[src/rtl/mem_lsu_if.sv]
// Data-memory bus between the load/store unit (master) and the data memory (slave).
interface mem_lsu_if;
    logic        dmem_req;
    logic        dmem_we;
    logic [31:0] dmem_addr;
    logic [31:0] dmem_wdata;
    logic [3:0]  dmem_be;
    logic        dmem_ready;
    logic [31:0] dmem_rdata;

    modport master (
        output dmem_req, dmem_we, dmem_addr, dmem_wdata, dmem_be,
        input  dmem_ready, dmem_rdata
    );

    modport slave (
        input  dmem_req, dmem_we, dmem_addr, dmem_wdata, dmem_be,
        output dmem_ready, dmem_rdata
    );
endinterface

[src/rtl/mem_lsu.sv]
// Memory-access stage load/store unit: issues data-memory requests, aligns
// and extends load data, builds store byte enables, flags misaligned
// accesses and bus timeouts, and stalls the mem-to-writeback register while
// an access is outstanding.
module mem_lsu #(
    parameter int TIMEOUT = 16
) (
    input  logic        clk,
    input  logic        cpurst,
    input  logic        exe2mem_load,
    input  logic        exe2mem_store,
    input  logic [2:0]  exe2mem_funct3,
    input  logic [31:0] exe2mem_addr,
    input  logic [31:0] exe2mem_wdata,
    input  logic [31:0] exe2mem_alu_res,
    input  logic        exe2mem_wr_reg,
    input  logic [4:0]  exe2mem_wr_regindex,
    input  logic        exe2mem_exp,
    input  logic        flush,
    mem_lsu_if.master   dmem,
    output logic        mem_stall,
    output logic        readram_stall,
    output logic        mem2wb_wr_reg,
    output logic [4:0]  mem2wb_wr_regindex,
    output logic [31:0] mem2wb_wr_wdata,
    output logic        mem2wb_exp
);

    localparam logic [1:0] IDLE = 2'd0;
    localparam logic [1:0] BUSY = 2'd1;
    localparam logic [1:0] DONE = 2'd2;

    logic [1:0]  state;
    logic        req_q;
    logic        we_q;
    logic [31:0] addr_q;
    logic [31:0] wdata_q;
    logic [3:0]  be_q;
    logic [7:0]  to_cnt;
    logic        kill;
    logic        bus_err;
    logic [31:0] rdata_q;
    logic        ld_q;
    logic [2:0]  funct3_q;
    logic [1:0]  off_q;

    logic        misalign_raw;
    logic        misaligned;
    logic        access;
    logic [3:0]  store_be;
    logic [31:0] store_data;
    logic [31:0] load_data;
    logic [7:0]  ld_byte;
    logic [15:0] ld_half;

    assign dmem.dmem_req   = req_q;
    assign dmem.dmem_we    = we_q;
    assign dmem.dmem_addr  = addr_q;
    assign dmem.dmem_wdata = wdata_q;
    assign dmem.dmem_be    = be_q;

    // Alignment check and the access qualifier for the instruction in IDLE
    always_comb begin
        misalign_raw = 1'b0;
        case (exe2mem_funct3[1:0])
            2'b01:   misalign_raw = exe2mem_addr[0];
            2'b10:   misalign_raw = |exe2mem_addr[1:0];
            default: misalign_raw = 1'b0;
        endcase
        misaligned = (exe2mem_load | exe2mem_store) & misalign_raw;
        access     = (exe2mem_load | exe2mem_store) & ~exe2mem_exp & ~flush & ~misalign_raw;
    end

    // Store byte enables and lane-replicated store data
    always_comb begin
        store_be   = 4'b1111;
        store_data = exe2mem_wdata;
        case (exe2mem_funct3[1:0])
            2'b00: begin
                store_be   = 4'b0001 << exe2mem_addr[1:0];
                store_data = {4{exe2mem_wdata[7:0]}};
            end
            2'b01: begin
                store_be   = exe2mem_addr[1] ? 4'b1100 : 4'b0011;
                store_data = {2{exe2mem_wdata[15:0]}};
            end
            default: begin
                store_be   = 4'b1111;
                store_data = exe2mem_wdata;
            end
        endcase
    end

    // Select and extend the loaded byte/halfword using the captured offset
    always_comb begin
        ld_byte = rdata_q[7:0];
        case (off_q)
            2'd0: ld_byte = rdata_q[7:0];
            2'd1: ld_byte = rdata_q[15:8];
            2'd2: ld_byte = rdata_q[23:16];
            2'd3: ld_byte = rdata_q[31:24];
            default: ld_byte = rdata_q[7:0];
        endcase
        ld_half = off_q[1] ? rdata_q[31:16] : rdata_q[15:0];
        case (funct3_q)
            3'b000:  load_data = {{24{ld_byte[7]}}, ld_byte};
            3'b001:  load_data = {{16{ld_half[15]}}, ld_half};
            3'b100:  load_data = {24'h0, ld_byte};
            3'b101:  load_data = {16'h0, ld_half};
            default: load_data = rdata_q;
        endcase
    end

    // FSM and request registers; the request is held until ready or timeout
    always_ff @(posedge clk) begin
        if (cpurst) begin
            state    <= IDLE;
            req_q    <= 1'b0;
            we_q     <= 1'b0;
            addr_q   <= 32'h0;
            wdata_q  <= 32'h0;
            be_q     <= 4'h0;
            to_cnt   <= 8'h0;
            kill     <= 1'b0;
            bus_err  <= 1'b0;
            rdata_q  <= 32'h0;
            ld_q     <= 1'b0;
            funct3_q <= 3'b0;
            off_q    <= 2'b0;
        end else begin
            case (state)
                IDLE: begin
                    if (access) begin
                        state    <= BUSY;
                        req_q    <= 1'b1;
                        we_q     <= exe2mem_store;
                        addr_q   <= {exe2mem_addr[31:2], 2'b00};
                        be_q     <= exe2mem_store ? store_be : 4'b1111;
                        wdata_q  <= store_data;
                        ld_q     <= exe2mem_load;
                        funct3_q <= exe2mem_funct3;
                        off_q    <= exe2mem_addr[1:0];
                        to_cnt   <= 8'h0;
                    end
                end
                BUSY: begin
                    if (flush) begin
                        kill <= 1'b1;
                    end
                    if (dmem.dmem_ready) begin
                        rdata_q <= dmem.dmem_rdata;
                        req_q   <= 1'b0;
                        state   <= DONE;
                    end else if (to_cnt == 8'(TIMEOUT - 1)) begin
                        bus_err <= 1'b1;
                        req_q   <= 1'b0;
                        state   <= DONE;
                    end else begin
                        to_cnt <= to_cnt + 8'd1;
                    end
                end
                DONE: begin
                    state   <= IDLE;
                    to_cnt  <= 8'h0;
                    kill    <= 1'b0;
                    bus_err <= 1'b0;
                end
                default: state <= IDLE;
            endcase
        end
    end

    // Stall generation and the mem-to-writeback outputs for each state
    always_comb begin
        mem_stall          = 1'b0;
        readram_stall      = 1'b0;
        mem2wb_wr_reg      = 1'b0;
        mem2wb_wr_regindex = exe2mem_wr_regindex;
        mem2wb_wr_wdata    = exe2mem_alu_res;
        mem2wb_exp         = 1'b0;
        case (state)
            IDLE: begin
                if (access) begin
                    mem_stall     = 1'b1;
                    readram_stall = exe2mem_load;
                end else begin
                    mem2wb_exp    = exe2mem_exp | misaligned;
                    mem2wb_wr_reg = exe2mem_wr_reg & ~(exe2mem_exp | misaligned);
                end
            end
            BUSY: begin
                mem_stall     = 1'b1;
                readram_stall = ld_q;
            end
            DONE: begin
                if (ld_q) begin
                    mem2wb_wr_wdata = load_data;
                end
                mem2wb_exp    = bus_err & ~kill;
                mem2wb_wr_reg = exe2mem_wr_reg & ld_q & ~bus_err & ~kill & ~flush;
            end
            default: begin
                mem_stall = 1'b0;
            end
        endcase
    end

endmodule

[src/flat_wrapper.sv]
// flat-port wrapper written by rule: the top's interface ports become plain ports
module mem_lsu_flat 
#(
    parameter int TIMEOUT = 16
)
  (clk, cpurst, exe2mem_load, exe2mem_store, exe2mem_funct3, exe2mem_addr, exe2mem_wdata, exe2mem_alu_res, exe2mem_wr_reg, exe2mem_wr_regindex, exe2mem_exp, flush, mem_stall, readram_stall, mem2wb_wr_reg, mem2wb_wr_regindex, mem2wb_wr_wdata, mem2wb_exp, dmem_dmem_req, dmem_dmem_we, dmem_dmem_addr, dmem_dmem_wdata, dmem_dmem_be, dmem_dmem_ready, dmem_dmem_rdata);
  mem_lsu_if dmem_i ();
  input  logic clk;
  input  logic cpurst;
  input  logic exe2mem_load;
  input  logic exe2mem_store;
  input  logic [2:0] exe2mem_funct3;
  input  logic [31:0] exe2mem_addr;
  input  logic [31:0] exe2mem_wdata;
  input  logic [31:0] exe2mem_alu_res;
  input  logic exe2mem_wr_reg;
  input  logic [4:0] exe2mem_wr_regindex;
  input  logic exe2mem_exp;
  input  logic flush;
  output logic mem_stall;
  output logic readram_stall;
  output logic mem2wb_wr_reg;
  output logic [4:0] mem2wb_wr_regindex;
  output logic [31:0] mem2wb_wr_wdata;
  output logic mem2wb_exp;
  output wire logic [$bits(dmem_i.dmem_req)-1:0] dmem_dmem_req;
  output wire logic [$bits(dmem_i.dmem_we)-1:0] dmem_dmem_we;
  output wire logic [$bits(dmem_i.dmem_addr)-1:0] dmem_dmem_addr;
  output wire logic [$bits(dmem_i.dmem_wdata)-1:0] dmem_dmem_wdata;
  output wire logic [$bits(dmem_i.dmem_be)-1:0] dmem_dmem_be;
  input wire logic [$bits(dmem_i.dmem_ready)-1:0] dmem_dmem_ready;
  input wire logic [$bits(dmem_i.dmem_rdata)-1:0] dmem_dmem_rdata;
  assign dmem_dmem_req = dmem_i.dmem_req;
  assign dmem_dmem_we = dmem_i.dmem_we;
  assign dmem_dmem_addr = dmem_i.dmem_addr;
  assign dmem_dmem_wdata = dmem_i.dmem_wdata;
  assign dmem_dmem_be = dmem_i.dmem_be;
  assign dmem_i.dmem_ready = dmem_dmem_ready;
  assign dmem_i.dmem_rdata = dmem_dmem_rdata;
  mem_lsu #(.TIMEOUT(TIMEOUT)) u_core (.clk(clk), .cpurst(cpurst), .exe2mem_load(exe2mem_load), .exe2mem_store(exe2mem_store), .exe2mem_funct3(exe2mem_funct3), .exe2mem_addr(exe2mem_addr), .exe2mem_wdata(exe2mem_wdata), .exe2mem_alu_res(exe2mem_alu_res), .exe2mem_wr_reg(exe2mem_wr_reg), .exe2mem_wr_regindex(exe2mem_wr_regindex), .exe2mem_exp(exe2mem_exp), .flush(flush), .dmem(dmem_i), .mem_stall(mem_stall), .readram_stall(readram_stall), .mem2wb_wr_reg(mem2wb_wr_reg), .mem2wb_wr_regindex(mem2wb_wr_regindex), .mem2wb_wr_wdata(mem2wb_wr_wdata), .mem2wb_exp(mem2wb_exp));
endmodule
[config.mk]
export PLATFORM = sky130hd
export DESIGN_NAME = mem_lsu_flat
export DESIGN_NICKNAME = d
export VERILOG_FILES = /design/src/rtl/mem_lsu_if.sv /design/src/rtl/mem_lsu.sv /design/src/flat_wrapper.sv
export SDC_FILE = /design/constraint.sdc
export NUM_CORES = 1
export LEC_CHECK = 0
export ABC_AREA = 1
export CAP_MARGIN = 20
export CORE_ASPECT_RATIO = 1.4
export CORE_UTILIZATION = 35
export DETAILED_ROUTE_END_ITERATION = 7
export PLACE_DENSITY = 0.68
export SLEW_MARGIN = 10
export SYNTH_ARGS = -nofsm -noshare
export SYNTH_HDL_FRONTEND = slang
export SYNTH_SLANG_ARGS = --single-unit
export TNS_END_PERCENT = 100
[constraint.sdc]
create_clock -name clk -period 4.3 [get_ports clk]
set_clock_uncertainty 0.05 [all_clocks]
set_input_delay 0.645 -clock clk [delete_from_list [all_inputs] [get_ports clk]]
set_output_delay 0.645 -clock clk [all_outputs]
set_load 0.02 [all_outputs]
==> metrics.md <==
| Metric | Value |
|---|---|
| Run status | `finished with violations` |
| Failing checks | `design-rule violations` |
| HP Class | `reg2reg` |
| Crit-path max FO | `10` |
| Post-cts sizing count | `0` |
| Synth Flop Type | `dfxtp_1` |
| Layout cells sized above 1 | `a little over 7%` |
| Place WS | `slightly below 0.6 ns` |
| Largest net degree at the start of global routing | `just over 90` |
| Row Count | `55` |
| Max-Cap Viols | `0` |
| CTS buffer count | `17` |
| Syn-to-layout area delta | `50.6%` |
| WL met3 | `roughly 1400 µm` |
| DR vias/cell | `4.96` |
| Leak | `3.42 nW` |
| Met2 routed wirelength | `9840 µm` |
| Clock Latency Late Sink | `approximately 0.4 ns` |
| NetSw | `0.891 mW` |
| Slew Limit Fails | `0` |
| DRT antenna net count | `0` |
| Final Critical Period | `3.69 ns` |
| Wire length per cell | `15.1 µm` |
| Cells along the critical path | `clkdlybuf4s50_1 -> clkinv_1 -> ha_1 -> nand2_2 -> nand2_2 -> nand3_4 -> nand2_4 -> nand2_2 -> nor2_1 -> o21a_1 -> clkdlybuf4s50_1` |
| Post-route cell area | `8840 µm²` |
| Crit path max-delay cell type | `clkdlybuf4s50_1` |
| Die Y | `155 µm` |
| Reg2reg path depth | `7` |
| Register bit total from synthesis | `118` |
| Clock sink total | `118` |
| Initial antenna violation count | `0` |
| Slew margin rel. | `37.9%` |
| Hold path startpoint | `u_core.rdata_q[0]` |
| Power share of the clock group | `~45%` |
| Total Routed Length | `between 15000 and 20000 µm` |
| RSZ-0062 raised after global routing | `no` |
| CP startpoint kind | `input pin` |
| Top Metal Used | `met4` |
| Clk slew on worst S/H paths | `0.06 ns` |
| Diode count | `0` |
| Effective utilization at floorplan | `36.0%` |
| Top cell type's share of synthesized area | `40.2%` |
| Die X | `111 µm` |
| R2R setup slack | `~2.1 ns` |
| Async SR Flop Fraction | `0%` |
| Post-CTS Hold Fix Bufs | `0` |
| CP arrival | `2.99 ns` |
| Pre-Repair DR Iteration Count | `8` |
| Mapped Area | `5870 µm²` |
| Final period util | `85.8%` |
| Post-layout util | `54.2%` |
| Number of synthesized flops with an enable pin | `0` |
| Seq/Total Area, Yosys | `40.2%` |
| Synth top area cells | `dfxtp_1 40%, nand2_1 15%, a21oi_1 11%` |
| Mapped Cells | `839` |
| Hold Vio Cnt, Final | `0` |
| I/O Buffers | `242` |
| VDD IR max | `0.259 mV` |
| TritonCTS clock tree | `yes` |
| GRT Overall Usage | `between 20% and 30%` |
| Placed wire-length estimate | `around 14000 µm` |
| Part of the power in registers | `36.7%` |
| Delay-heaviest family, CP | `buffers and inverters` |
| GR Overflow Total | `0` |
| Buffer type at the clock tree root | `clkbuf_16` |
| WS Path Type | `in2out` |
| Top Ports | `255` |
| Worst r2r src | `u_core.state[1]` |
| Core Region | `16300 µm²` |
| Comb pwr share | `18.4%` |
| Slowest stage delay, CP | `about 0.60 ns` |
| Hold path depth | `2` |
| DR vias | `about 6300` |
| Syn Area/Cell | `7.00 µm²` |
| Reg-to-reg endpoint | `u_core.dmem.dmem_be[3]` |
| Vias in the first global route | `5826` |
| Pwr dens | `363 nW/µm²` |
| Switch share | `between 20 and 30%` |
| Int Power | `2.32 mW` |
| F_max | `0.271 GHz` |
| Layout Nets | `1198` |
| Critical Path End Type | `output port` |
| Metal-1 WL | `between 7000 and 8000 µm` |
| Die Area | `17300 µm²` |
| CP dominant cell by count | `nand2_2` |
| First-pass GRT wire length | `a little over 30000 µm` |
| RePlAce Congestion | `between 0.8 and 0.9` |
| Levels on crit path | `11` |
| Iter 0 DRT Violations | `about 380` |
| Final setup violating endpoints | `0` |
| Fin Setup TNS | `0 ns` |
| Clock Tree Buf Depth | `2` |
| Post-CTS setup buffers | `0` |
| Worst EP required | `between 3 and 4 ns` |
| Worst Tran Pin Value | `0.931 ns` |
| Synth cell types | `36` |
| Placed cell area | `8240 µm²` |
| Final WS setup | `0.613 ns` |
| Yosys top cell by area | `dfxtp_1` |
| H-tree depth | `4` |
| Final Total Pwr | `3.21 mW` |
| Drt drc | `20` |
| Hold EP | `u_core.rdata_q[0]` |
| Ys Warns | `0` |
| Worst path buffer plus inverter count | `3` |
sequential cells by signal (all words and copies together), names as in the netlist:
| name | count |
|---|---|
| u_core.dmem.dmem_we | 1 |
| u_core.bus_err | 1 |
| u_core.to_cnt | 8 |
| u_core.kill | 1 |
| u_core.state | 2 |
| u_core.off_q | 2 |
| u_core.rdata_q | 32 |
| u_core.funct3_q | 3 |
| u_core.dmem.dmem_addr | 30 |
| u_core.ld_q | 1 |
| u_core.dmem.dmem_wdata | 32 |
| u_core.dmem.dmem_req | 1 |
| u_core.dmem.dmem_be | 4 |
power groups by stage:
stage | sequential, mW | combinational (mW) | clock (mW)
3_5_place_dp | 1.20 | 0.594 | 0
4_1_cts | 1.18 | 0.598 | 1.47
6_report | 1.18 | 0.593 | 1.44
3_3_place_gp | 1.20 | 0.592 | 0
2_1_floorplan | 1.24 | 0.278 | 0
5_1_grt | 1.18 | 0.646 | 1.52
cell usage in the layout (no fill, tap or decap), drive strengths merged:
| master | synthesis | final |
|---|---|---|
| nor3b | 2 | 2 |
| dfxtp | 118 | 118 |
| nor3 | 1 | 1 |
| o21a | 9 | 9 |
| bufinv | 0 | 2 |
| o21bai | 2 | 2 |
| o21ai | 88 | 88 |
| a2bb2oi | 1 | 1 |
| nand2 | 238 | 238 |
| o22ai | 16 | 16 |
| nand3 | 36 | 36 |
| conb | 1 | 2 |
| nor4 | 1 | 1 |
| o211ai | 15 | 15 |
| xor2 | 1 | 1 |
| ha | 4 | 4 |
| nor2 | 38 | 38 |
| inv | 65 | 68 |
| a22o | 1 | 1 |
| clkdlybuf4s50 | 0 | 241 |
| clkbuf | 19 | 19 |
| a21oi | 137 | 137 |
| buf | 43 | 12 |
| nand4 | 1 | 1 |
| clkinv | 2 | 5 |
| clkinvlp | 0 | 5 |
cell families after synthesis:
kind of cell | count (synthesis) | synth area share (%)
AO/OA/AOI/OAI | 269 | 25.1
XOR/XNOR | 1 | 0.149
adder cells (fa/ha/maj) | 4 | 0.852
buffers and inverters | 129 | 10.8
flip-flops | 118 | 40.2
other | 1 | 0.0639
AND/OR/NAND/NOR | 317 | 22.8
synth_stat cells, types with 2 or more instances:
master    number
nand2_2        7
inv_1         58
o21ai_0       65
dfxtp_1      118
o22ai_1       16
clkbuf_1      19
nand2_1      229
inv_2          7
buf_6          9
nand3_2        3
nor2_1        36
buf_4         11
buf_2         22
o211ai_1      15
ha_1           4
a21oi_1      130
nor3b_1        2
nand3_1       32
o21a_1         9
o21ai_1       23
clkinv_1       2
nand2_4        2
a21oi_2        7
area by class of cell:
cell class	instances	area [µm²]
multi-input cells	593	2880
clock buffers	19	453
inverters	67	251
flip-flops and latches	118	2360
repair buffers	253	2500
clock inverters	13	146
well taps	199	249
fillers	1648	7470
metal layers:
metal	vias up	GRT usage [%]
li1	3196	-
met5	-	0
met1	2801	24.5
met4	0	7.85
met3	26	6.12
met2	233	39.9
worst max path at each step:
stage | from | endpoint | slack, ns
after floorplan | exe2mem_funct3[1] | readram_stall | 1.68
after global placement | exe2mem_funct3[1] | mem2wb_wr_reg | 0.65
after detailed placement | exe2mem_funct3[1] | mem2wb_wr_reg | 0.59
after CTS | exe2mem_funct3[1] | mem2wb_wr_reg | 0.58
after global routing | exe2mem_funct3[1] | mem2wb_wr_reg | 0.45
final | exe2mem_funct3[1] | mem2wb_wr_reg | 0.61
tightest hold or removal path, cell delays in order, from the launching register on:
cell	delay, ns
dfxtp_1	0.29
inv_1	0.06
a21oi_1	0.05
through the flow:
step / hold WS, ns / std cells
after global routing: 0.420 / 1262
after CTS: 0.402 / 1262
after floorplan: 0.379 / 840
after detailed placement: 0.393 / 1230
after global placement: 0.388 / 1230
final: 0.399 / 1262
Note: power is estimated with default switching activity, not from simulation.
